--- config.mk ---
export PLATFORM = sky130hd
export DESIGN_NAME = icache_op_arbiter
export DESIGN_NICKNAME = d
export VERILOG_FILES = /design/src/rtl/icache_op_arbiter.sv
export SDC_FILE = /design/constraint.sdc
export NUM_CORES = 1
export LEC_CHECK = 0
export CAP_MARGIN = 5
export CORE_UTILIZATION = 34
export DETAILED_ROUTE_END_ITERATION = 8
export PLACE_DENSITY = 0.81
export SETUP_SLACK_MARGIN = 0.02
export SYNTH_ARGS = -nofsm -noshare
export SYNTH_HDL_FRONTEND = slang
export SYNTH_SLANG_ARGS = --single-unit
export TNS_END_PERCENT = 30
--- constraint.sdc ---
create_clock -name clk -period 2.8 [get_ports clk]
set_clock_uncertainty 0.2 [all_clocks]
set_input_delay 0.7 -clock clk [delete_from_list [all_inputs] [get_ports clk]]
set_output_delay 0.7 -clock clk [all_outputs]
set_load 0.05 [all_outputs]
--- src/rtl/icache_op_arbiter.sv ---
// rtl/icache_op_arbiter.sv - shares the I$ request port between fetch and CACHE maintenance ops.
// Optional OP_WAIT watchdog enabled by ICACHE_OP_TIMEOUT_EN.
module icache_op_arbiter #(
   parameter int unsigned FETCH_GRACE = 4,
   parameter int unsigned OP_TIMEOUT  = 256
) (
   input  logic        clk,
   input  logic        rst,
   input  logic        fetch_read,
   input  logic [31:0] fetch_vaddr,
   input  logic        fetch_flush_s1,
   input  logic        fetch_flush_s2,
   output logic        fetch_stall,
   input  logic        cop_valid,
   input  logic [2:0]  cop_type,
   input  logic [31:0] cop_vaddr,
   output logic        cop_ready,
   output logic        cop_done,
   output logic        op_timeout,
   output logic        ic_read,
   output logic [31:0] ic_vaddr,
   output logic        ic_flush_s1,
   output logic        ic_flush_s2,
   output logic        ic_op_valid,
   output logic [2:0]  ic_op_type,
   output logic [31:0] ic_op_vaddr,
   input  logic        ic_stall,
   input  logic        ic_op_done
);

   typedef enum logic [1:0] {
      S_FETCH,
      S_OP_ISSUE,
      S_OP_WAIT,
      S_RESUME
   } state_e;

   state_e      state_q, state_d;
   logic [3:0]  grace_q, grace_d;
   logic [2:0]  op_type_q, op_type_d;
   logic [31:0] op_vaddr_q, op_vaddr_d;
`ifdef ICACHE_OP_TIMEOUT_EN
   logic [8:0]  wdog_q, wdog_d;
`endif

   assign ic_flush_s1 = fetch_flush_s1;
   assign ic_flush_s2 = fetch_flush_s2;
   assign ic_op_type  = op_type_q;
   assign ic_op_vaddr = op_vaddr_q;
   assign ic_vaddr    = fetch_vaddr;

   always_comb begin
      state_d     = state_q;
      grace_d     = grace_q;
      op_type_d   = op_type_q;
      op_vaddr_d  = op_vaddr_q;
`ifdef ICACHE_OP_TIMEOUT_EN
      wdog_d      = wdog_q;
`endif
      ic_read     = 1'b0;
      fetch_stall = 1'b1;
      cop_ready   = 1'b0;
      cop_done    = 1'b0;
      op_timeout  = 1'b0;
      ic_op_valid = 1'b0;

      case (state_q)
         S_FETCH: begin
            ic_read     = fetch_read;
            fetch_stall = ic_stall;
            if (!ic_stall && grace_q != 4'd0)
               grace_d = grace_q - 4'd1;
            // A flush in flight owns this cycle; the op waits one more.
            if (cop_valid && !ic_stall && grace_q == 4'd0 && !fetch_flush_s2) begin
               cop_ready   = 1'b1;
               op_type_d   = cop_type;
               op_vaddr_d  = cop_vaddr;
               ic_read     = 1'b0;
               fetch_stall = 1'b1;
               state_d     = S_OP_ISSUE;
            end
         end
         S_OP_ISSUE: begin
            ic_op_valid = 1'b1;
`ifdef ICACHE_OP_TIMEOUT_EN
            wdog_d      = 9'd0;
`endif
            state_d     = S_OP_WAIT;
         end
         S_OP_WAIT: begin
            if (ic_op_done) begin
               cop_done = 1'b1;
               state_d  = S_RESUME;
            end
`ifdef ICACHE_OP_TIMEOUT_EN
            else if (wdog_q == 9'(OP_TIMEOUT)) begin
               cop_done   = 1'b1;
               op_timeout = 1'b1;
               state_d    = S_RESUME;
            end else begin
               wdog_d = wdog_q + 9'd1;
            end
`endif
         end
         S_RESUME: begin
            // Re-issue the fetch that was held while the op owned the port.
            ic_read = 1'b1;
            grace_d = 4'(FETCH_GRACE);
            state_d = S_FETCH;
         end
         default: state_d = S_FETCH;
      endcase

      if (rst) begin
         cop_ready   = 1'b0;
         cop_done    = 1'b0;
         op_timeout  = 1'b0;
         ic_op_valid = 1'b0;
      end
   end

   always_ff @(posedge clk) begin
      if (rst) begin
         state_q    <= S_FETCH;
         grace_q    <= 4'd0;
         op_type_q  <= 3'd0;
         op_vaddr_q <= 32'd0;
`ifdef ICACHE_OP_TIMEOUT_EN
         wdog_q     <= 9'd0;
`endif
      end else begin
         state_q    <= state_d;
         grace_q    <= grace_d;
         op_type_q  <= op_type_d;
         op_vaddr_q <= op_vaddr_d;
`ifdef ICACHE_OP_TIMEOUT_EN
         wdog_q     <= wdog_d;
`endif
      end
   end

endmodule

* Word level (Yosys, flattened, before mapping) *
Cells that the tools add are included.

word-level totals
  register bits after elaboration = 41
  bits of input ports = 75
  output and inout port bits = 75
  logic and storage cells = 41

operators by class
  $add $sub $neg = 1
  eq/ne operators = 6
  mux-type cells = 17
  reduce and logical (&&, ||, !) cells = 13

operators with widths
  operator                                              number
  two-way mux 1 bit                                     11
  case mux 2 bit (4 select lines)                       1
  case mux 4 bit (2 select lines)                       1
  inequality test 2 bit (second input constant)         3
  AND reduction 2 bit                                   3
  equality test 2 bit (second input constant)           2
  logical AND 1 bit                                     4
  zero test 4 bit                                       1
  two-way mux 2 bit                                     2
  two-way mux 4 bit                                     1
  nonzero test 4 bit                                    1
  subtractor 4 x 1 -> 4 bit (second input constant)     1
  equality test 2 x 1 -> 1 bit (second input constant)  1
  zero test 1 bit                                       2
  zero test 2 bit                                       1
  case mux 1 bit (2 select lines)                       1
  nonzero test 2 bit                                    1

* Depth between registers and ports, before layout *
Gate-level depths: netlist (run 1).

  word-level depth = 7
  depth in mapped cells = 7
  gate-level depth less buffers = 6

* Worst setup path after synthesis (run 1) *
OpenSTA, ideal clock, no wires.

  path type = in2out
  from = input ic_stall
  to = output cop_ready
  arrival = 2050 ps
  required time = 1900 ps
  path slack = -150 ps
  stages = 4
  path buffers = 1
  cells stage by stage = nor3b_1 > nand3_1 > buf_4 > nor2_1

on the way
  cells in the longest elaborated chain, start to end = 7

ends and longest elaborated chain
  element                          RTL line  source
  start: declaration               27        input logic ic_stall,
  zero test 1 bit                  74        if (cop_valid && !ic_stall && grace_q == 4'd0 && !fetch_flush_s2) begin
  logical AND 1 bit (3 in series)  74
  two-way mux 1 bit                74
  two-way mux 1 bit                67        case (state_q)
  two-way mux 1 bit                114       if (rst) begin
  end: declaration                 17        output logic cop_ready,

No other way between the ends.

* Worst setup path in the final report (run 1) *
  from = input ic_stall
  to = output fetch_stall

on the way
  cells in the longest elaborated chain, start to end = 6

ends and longest elaborated chain
  element                          RTL line  source
  zero test 1 bit                  74
  logical AND 1 bit (3 in series)  74
  two-way mux 1 bit *              74
  two-way mux 1 bit *              67
  end: declaration                 13        output logic fetch_stall,

Mark *: on every way between the ends. The rest lies on a longest branch, timed or not.

==> results of run 1 <==
==> power by group <==
part | internal [mW] | switching (mW)
Sequential | 0.652 | 0.0479
Clock | 0.354 | 0.200
Combinational | 0.427 | 0.539
==> sequential cells by signal, indices dropped and copies added (netlist names) <==
| signal | cells |
|---|---|
| grace_q | 4 |
| ic_op_type | 3 |
| ic_op_vaddr | 32 |
| state_q | 2 |
==> cell usage after synthesis <==
| library cell | instances |
|---|---|
| sky130_fd_sc_hd__a21oi_1 | 37 |
| sky130_fd_sc_hd__a221oi_1 | 1 |
| sky130_fd_sc_hd__a31oi_1 | 2 |
| sky130_fd_sc_hd__buf_2 | 1 |
| sky130_fd_sc_hd__buf_4 | 40 |
| sky130_fd_sc_hd__buf_6 | 3 |
| sky130_fd_sc_hd__conb_1 | 1 |
| sky130_fd_sc_hd__dfxtp_1 | 41 |
| sky130_fd_sc_hd__dlygate4sd1_1 | 2 |
| sky130_fd_sc_hd__ha_1 | 6 |
| sky130_fd_sc_hd__inv_1 | 6 |
| sky130_fd_sc_hd__mux2i_1 | 2 |
| sky130_fd_sc_hd__nand2_1 | 73 |
| sky130_fd_sc_hd__nand2b_1 | 4 |
| sky130_fd_sc_hd__nand3_1 | 1 |
| sky130_fd_sc_hd__nand3b_1 | 1 |
| sky130_fd_sc_hd__nor2_1 | 8 |
| sky130_fd_sc_hd__nor2b_1 | 1 |
| sky130_fd_sc_hd__nor3_1 | 1 |
| sky130_fd_sc_hd__nor3_4 | 1 |
| sky130_fd_sc_hd__nor3b_1 | 2 |
| sky130_fd_sc_hd__nor4_1 | 1 |
| sky130_fd_sc_hd__o21a_1 | 1 |
| sky130_fd_sc_hd__o21ai_0 | 2 |
| sky130_fd_sc_hd__o21ai_1 | 1 |
| sky130_fd_sc_hd__o31a_2 | 1 |
| sky130_fd_sc_hd__or2_2 | 1 |
| sky130_fd_sc_hd__or3b_1 | 1 |
| sky130_fd_sc_hd__or3b_4 | 1 |
==> worst reg2reg max path, cell delays in order, from the launching register on <==
cell	delay (ns)
sky130_fd_sc_hd__dfxtp_1	0.34
sky130_fd_sc_hd__inv_1	0.06
sky130_fd_sc_hd__ha_1	0.19
sky130_fd_sc_hd__or3b_4	0.43
sky130_fd_sc_hd__o21ai_2	0.18
sky130_fd_sc_hd__buf_4	0.13
sky130_fd_sc_hd__buf_4	0.09
sky130_fd_sc_hd__buf_4	0.09
sky130_fd_sc_hd__buf_4	0.09
sky130_fd_sc_hd__buf_4	0.09
sky130_fd_sc_hd__buf_4	0.09
sky130_fd_sc_hd__buf_4	0.09
sky130_fd_sc_hd__buf_4	0.09
sky130_fd_sc_hd__o21ai_0	0.14
sky130_fd_sc_hd__a221oi_1	0.25
==> kinds of logic after synthesis <==
| kind of cell | synth area share |
|---|---|
| other cells | 0.00192 |
| fa+ha+maj | 0.0384 |
| flops | 0.420 |
| compound gates | 0.122 |
| simple gates | 0.213 |
| buf+inv | 0.194 |
| mux | 0.0102 |
==> cell type report <==
| cell class | instances | area share |
|---|---|---|
| multi-input cells | 150 | 0.274 |
| flip-flops and latches | 41 | 0.292 |
| clock inverters | 3 | 0.0232 |
| well taps | 72 | 0.0321 |
| inverters | 6 | 0.00801 |
| clock buffers | 5 | 0.0245 |
| repair buffers | 98 | 0.346 |
==> metrics by stage <==
| stage | hold slack (ns) | setup slack [ns] | power [mW] | TNS [ns] | utilization |
|---|---|---|---|---|---|
| after floorplan | 0.249 | 0.0820 | 1.38 | 0 | - |
| after global placement | 0.241 | -0.115 | 1.53 | -0.222 | 0.475 |
| after detailed placement | 0.246 | -0.191 | 1.54 | -0.390 | 0.475 |
| after CTS | 0.257 | 0.0621 | 2.21 | 0 | 0.509 |
| after global routing | 0.273 | -0.0227 | 2.35 | -0.0227 | 0.510 |
| final | 0.254 | 0.0775 | 2.22 | 0 | 0.510 |
==> placed cells by master, fill, tap and decap left out, drive strengths merged, types with 3 or more instances in the layout <==
| cell | count |
|---|---|
| nand2 | 73 |
| clkdlybuf4s50 | 73 |
| dfxtp | 41 |
| a21oi | 37 |
| buf | 22 |
| nor2 | 8 |
| inv | 6 |
| ha | 6 |
| clkbuf | 5 |
| nand2b | 4 |
| dlygate4sd2 | 3 |
| o21ai | 3 |
==> path summary, 6_finish.rpt <==
| check | from | endpoint |
|---|---|---|
| setup reg to reg | grace_q[0] | state_q[0] |
| hold reg to reg | ic_op_vaddr[10] | ic_op_vaddr[10] |
| setup / recovery | ic_stall | fetch_stall |
| hold / removal | ic_op_vaddr[10] | ic_op_vaddr[10] |
==> routing by layer <==
metal / GRT usage / wire, um
met3: 0.0447 / 316
met4: 0.0660 / 59
met2: 0.276 / 2390
met5: 0 / 0
met1: 0.178 / 1930
==> what timing repair did <==
item,4_1_cts,5_1_grt
resized for setup,5,2
setup buffers,7,0
pin swaps,2,0
setup endpoints to repair,3,4
==> impl_metrics.sql, run 1 <==
INSERT INTO impl_metrics (metric_group, metric, value, unit) VALUES
('yosys', 'mean_instance_size_in_the_synthesized_netlist', '8.04', 'um2'),
('yosys', 'synth.top_cell.area_share', '0.420', ''),
('yosys', 'synth-seq-area-share', '0.420', ''),
('yosys', 'synth_top_cell_by_area', 'sky130_fd_sc_hd__dfxtp_1', ''),
('job', 'cap_violations', '0', ''),
('setup_path', 'critical_path.top_delay_family', 'simple AND/OR/NAND/NOR gates', ''),
('sta', 'grt_setup_unrepaired', 'yes', ''),
('sta', 'setup-violations-final', '0', ''),
('setup_path', 'cp_num_buf_inv', '2', ''),
('route', 'mean_number_of_vias_per_cell', '4.54', ''),
('sta', 'tightestPinTransition', '0.518', 'ns'),
('setup_path', 'worst_path_largest_cell_delay', '0.41', 'ns'),
('floorplan', 'floorplan.die.height', '77.8', 'um'),
('cells_and_area', 'fillerInstances', '511', ''),
('cells_and_area', 'final-instance-count-excl-fill', '375', ''),
('clock_tree', 'holdBufCountCts', '0', ''),
('pwr', 'power_leakage', '1.04', 'nW'),
('floorplan', 'fp-row-count', '27', ''),
('setup_path', 'cp-start-kind', 'primary input', ''),
('worst_hold_path', 'hold_path_class', 'reg2reg', ''),
('floorplan', 'initial_utilization', '0.355', ''),
('setup_path', 'ordered_cell_list_for_the_critical_path', 'dlygate4sd2_1 -> or3b_4 -> o21ai_2 -> or2_4 -> buf_12', ''),
('floorplan', 'fp.dieArea', '6060', 'um2'),
('sta', 'max-slew-margin-rel', '0.654', ''),
('setup_path', 'worst_endpoint_data_arrival_time', '1.82', 'ns'),
('route', 'detailedRoute.firstPassIterationCount', '4', ''),
('cells_and_area', 'layout.cell_area.non_filler', '2810', 'um2'),
('setup_path', 'worstRegToRegCells', '14', ''),
('route', 'overall_via_count_from_detail_route', '1701', ''),
('clock_tree', 'ctsHtreeMaxLevel', '2', ''),
('cells_and_area', 'share_of_post_route_cells_with_drive_strength_above_1', '0.125', ''),
('cells_and_area', 'register_area', '821', 'um2'),
('floorplan', 'ioPinCount', '150', ''),
('yosys', 'synth.yosys.warnings', '0', ''),
('place', 'gpl.final_weighted_congestion', '0.787', ''),
('clock_tree', 'cts.reportedPaths.clkPinSlew', '0.08', 'ns'),
('pwr', 'powerDensity', '790', 'nW/um2'),
('clock_tree', 'tritoncts.num_buffers', '5', ''),
('grt', 'grt_overflow', '0', ''),
('sta', 'timing.final.crit_share', '0.972', ''),
('clock_tree', 'clk_path_buf_depth', '2', ''),
('sta', 'timing_hold_violations_final', '0', ''),
('grt', 'overall_global_routing_resource_usage', '0.158', ''),
('clock_tree', 'clock-sinks', '41', ''),
('setup_path', 'number_of_cells_on_the_critical_path', '5', ''),
('cells_and_area', 'final_layout_net_count', '383', ''),
('cells_and_area', 'multi_input_comb_area', '771', 'um2'),
('yosys', 'syn-instance-count', '243', ''),
('yosys', 'synth_top_cells_by_area', 'sky130_fd_sc_hd__dfxtp_1, sky130_fd_sc_hd__buf_4, sky130_fd_sc_hd__nand2_1', ''),
('place', 'detailedPlacementHpwl', '3.22', 'mm'),
('pwr', 'ir_worst_vdd', '0.491', 'mV'),
('yosys', 'postSynthRegisterBits', '41', ''),
('route', 'final_antenna_net_count', '0', ''),
('setup_path', 'critPathRequiredTime', '1.90', 'ns'),
('place', 'placement.io_buffers', '82', ''),
('setup_path', 'timing.critical_path.fanout_max', '4', ''),
('grt', 'grt_pass1_wl', '7.56', 'mm'),
('place', 'post-place-cells', '360', ''),
('grt', 'via_count_of_the_first_global_routing_pass', '1608', ''),
('sta', 'report.final.slew_viol_count', '0', ''),
('cells_and_area', 'n_antenna_cell', '0', ''),
('worst_hold_path', 'worst_hold_path.num_cells', '2', ''),
('setup_path', 'r2r_slack', '0.15', 'ns'),
('setup_path', 'timing.setup.critical_path_class', 'in2out', ''),
('setup_path', 'timing.critical_path.to_type', 'primary output', ''),
('floorplan', 'core_area', '5510', 'um2'),
('status', 'outcome', 'complete, no violations', ''),
('floorplan', 'die_x', '77.8', 'um'),
('route', 'initialDrtViolationCount', '57', ''),
('route', 'routedWlPerCell', '12.5', 'um'),
('grt', 'grt_antenna_before_repair', '0', '');
(Power assumes the default switching activity.)
==> inputs of run 2 (changes only) <==
--- a/config.mk
+++ b/config.mk
@@ -8,6 +8,7 @@
 export CAP_MARGIN = 5
 export CORE_UTILIZATION = 34
 export DETAILED_ROUTE_END_ITERATION = 8
+export MAX_ROUTING_LAYER = met4
 export PLACE_DENSITY = 0.81
 export SETUP_SLACK_MARGIN = 0.02
 export SYNTH_ARGS = -nofsm -noshare
==> impl_metrics.sql, run 2 (same netlist as run 1, synthesis figures left out) <==
INSERT INTO impl_metrics (metric_group, metric, value, unit) VALUES
('status', 'outcome', 'complete, no violations', ''),
('worst_hold_path', 'hold-path-endpoint', 'ic_op_vaddr[10]', ''),
('floorplan', 'fp-row-count', '27', ''),
('setup_path', 'critPathRequiredTime', '1.90', 'ns'),
('grt', 'top_usage_layer', 'met2', ''),
('floorplan', 'ioPinCount', '150', ''),
('setup_path', 'worst_r2r_startpoint', 'grace_q[0]', ''),
('sta', 'setup-violations-final', '0', ''),
('place', 'placement.io_buffers', '82', ''),
('route', 'mean_number_of_vias_per_cell', '4.57', ''),
('grt', 'grt_antenna_before_repair', '0', ''),
('route', 'routedWlPerCell', '12.5', 'um'),
('route', 'wl', '4.69', 'mm'),
('clock_tree', 'ctsHtreeMaxLevel', '2', ''),
('place', 'detailedPlace.worstSlack', '-0.191', 'ns'),
('place', 'gpl.final_weighted_congestion', '0.798', ''),
('floorplan', 'core_area', '5510', 'um2'),
('worst_hold_path', 'hold_path_class', 'reg2reg', ''),
('route', 'overall_via_count_from_detail_route', '1715', ''),
('sta', 'tightestPinTransition', '0.518', 'ns'),
('pwr', 'design_power_total', '2.22', 'mW'),
('setup_path', 'worstRegToRegCells', '14', ''),
('pwr', 'ir_worst_vdd', '0.491', 'mV'),
('clock_tree', 'tritoncts.num_buffers', '5', ''),
('cells_and_area', 'share_of_post_route_cells_with_drive_strength_above_1', '0.125', ''),
('clock_tree', 'cts_tree', 'built', ''),
('setup_path', 'cp_num_buf_inv', '2', ''),
('sta', 'max_clock_freq', '367', 'MHz'),
('pwr', 'power_leakage', '1.04', 'nW'),
('sta', 'max-slew-margin-rel', '0.654', ''),
('pwr', 'powerDensity', '789', 'nW/um2'),
('grt', 'grt_met2_use', '0.277', ''),
('route', 'initialDrtViolationCount', '55', ''),
('floorplan', 'fp.dieArea', '6060', 'um2'),
('cells_and_area', 'commonest_cells_after_routing_fill_and_taps_aside', 'sky130_fd_sc_hd__nand2_1, sky130_fd_sc_hd__clkdlybuf4s50_1, sky130_fd_sc_hd__dfxtp_1', ''),
('sta', 'timing.final.crit_share', '0.972', ''),
('cells_and_area', 'n_antenna_cell', '0', ''),
('clock_tree', 'cts.reportedPaths.clkPinSlew', '0.08', 'ns'),
('grt', 'grt_use_met3', '0.0435', ''),
('setup_path', 'worst_endpoint_data_arrival_time', '1.82', 'ns'),
('worst_hold_path', 'worst_hold_path.num_cells', '2', ''),
('cells_and_area', 'final_util', '0.510', ''),
('floorplan', 'floorplan.die.height', '77.8', 'um'),
('job', 'cap_violations', '0', ''),
('setup_path', 'critical_path.top_delay_family', 'simple AND/OR/NAND/NOR gates', ''),
('route', 'post-route-drc-count', '0', ''),
('setup_path', 'crit_start', 'ic_stall', ''),
('cells_and_area', 'largest_reg_flops', '32', ''),
('grt', 'grt_overflow', '0', ''),
('setup_path', 'timing.critical_path.fanout_max', '4', ''),
('setup_path', 'cp-start-kind', 'primary input', ''),
('setup_path', 'ordered_cell_list_for_the_critical_path', 'dlygate4sd2_1 -> or3b_4 -> o21ai_2 -> or2_4 -> buf_12', ''),
('setup_path', 'timing.critical_path.to_type', 'primary output', ''),
('setup_path', 'crit_path_top_delay_cell', 'sky130_fd_sc_hd__or3b_4', ''),
('route', 'final_antenna_net_count', '0', ''),
('setup_path', 'r2r_slack', '0.15', 'ns'),
('setup_path', 'number_of_cells_on_the_critical_path', '5', ''),
('cells_and_area', 'area_delta_synth_final', '43.8', '%'),
('sta', 'finalWorstPathRequiredPeriod', '2.72', 'ns'),
('cells_and_area', 'fillerInstances', '511', ''),
('sta', 'report.final.slew_viol_count', '0', ''),
('grt', 'overall_global_routing_resource_usage', '0.162', ''),
('worst_hold_path', 'hold_start', 'ic_op_vaddr[10]', ''),
('floorplan', 'die_x', '77.8', 'um'),
('grt', 'gr_util_met1', '0.177', ''),
('clock_tree', 'clk_path_buf_depth', '2', ''),
('sta', 'fin_setup_tns', '0', 'ns'),
('setup_path', 'timing.setup.critical_path_class', 'in2out', ''),
('sta', 'grt_setup_unrepaired', 'yes', ''),
('sta', 'post-route-worst-setup-slack', '0.0781', 'ns'),
('place', 'detailedPlacementHpwl', '3.22', 'mm'),
('sta', 'timing_hold_violations_final', '0', ''),
('grt', 'via_count_of_the_first_global_routing_pass', '1611', ''),
('grt', 'grt_start_max_net_pins', '36', ''),
('route', 'detailedRoute.firstPassIterationCount', '4', ''),
('grt', 'grt_pass1_wl', '7.54', 'mm'),
('floorplan', 'initial_utilization', '0.355', ''),
('setup_path', 'worst_path_largest_cell_delay', '0.41', 'ns'),
('clock_tree', 'cts-root-buf', 'sky130_fd_sc_hd__clkbuf_8', ''),
('setup_path', 'critical_path.reg2reg.endpoint', 'state_q[0]', ''),
('clock_tree', 'worst_skew_pair_later_pin_latency', '0.29', 'ns'),
('clock_tree', 'clock-sinks', '41', ''),
('cells_and_area', 'final_layout_net_count', '383', '');
[run 2: cell counts in the layout (fill, tap and decap cells not counted)]
No cell type changed its count.
[run 2: power breakdown]
| part | internal [mW] | leakage [nW] | switching, mW | total (mW) |
|---|---|---|---|---|
| sequential | 0.653 | 0.332 | 0.0479 | 0.700 |
| clock | 0.354 | 0.0681 | 0.197 | 0.551 |
| combinational | 0.427 | 0.636 | 0.540 | 0.967 |
| total | 1.43 | 1.04 | 0.785 | 2.22 |
[run 2: what timing repair did]
item | 4_1_cts | 5_1_grt
pin swaps | 2 | 0
hold buffers | 0 | 0
setup endpoints to repair | 3 | 4
gates resized for setup | 5 | 2
setup buffers | 7 | 0
[run 2: worst register-to-register path: cells and delay by family, from the launching register on]
family          cells  cell delay, ns
compound gates      3            0.57
fa+ha+maj           1            0.19
buf+inv             9            0.82
flops               1            0.34
simple gates        1            0.43
[run 2: layer usage]
layer,vias up,routed length (um)
met1,774,1900
met2,69,2380
li1,857,-
met3,15,327
met4,0,77
met5,-,0
[run 2: layout make-up]
type	instances	area, um2	share of cell area
clock buffer	5	68.8	0.0245
clock inverter	3	65.1	0.0232
inverter	6	22.5	0.00801
multi-input combinational	150	771	0.274
sequential	41	821	0.292
tap	72	90.1	0.0321
timing repair buffer	98	972	0.346
[run 2: how the worst max path moves through the flow]
stage / endpoint / slack [ns]
3_3_place_gp: fetch_stall / -0.12
3_5_place_dp: fetch_stall / -0.19
5_1_grt: state_q[0] / -0.02
4_1_cts: cop_ready / 0.06
2_1_floorplan: cop_ready / 0.08
6_report: fetch_stall / 0.08
[run 2: stage by stage]
step / area (um2) / hold WS, ns / instances
after floorplan: 1960 / 0.249 / 243
after global placement: 2610 / 0.241 / 360
after detailed placement: 2610 / 0.246 / 360
after CTS: 2800 / 0.257 / 375
after global routing: 2810 / 0.273 / 375
final: 2810 / 0.254 / 375
==> inputs of run 3 (changes only) <==
--- a/config.mk
+++ b/config.mk
@@ -5,7 +5,7 @@
 export SDC_FILE = /design/constraint.sdc
 export NUM_CORES = 1
 export LEC_CHECK = 0
-export CAP_MARGIN = 5
+export CAP_MARGIN = 20
 export CORE_UTILIZATION = 34
 export DETAILED_ROUTE_END_ITERATION = 8
 export MAX_ROUTING_LAYER = met4
==> results of run 3 <==
No change in the layout: final DEF, timing and power equal those of run 2.
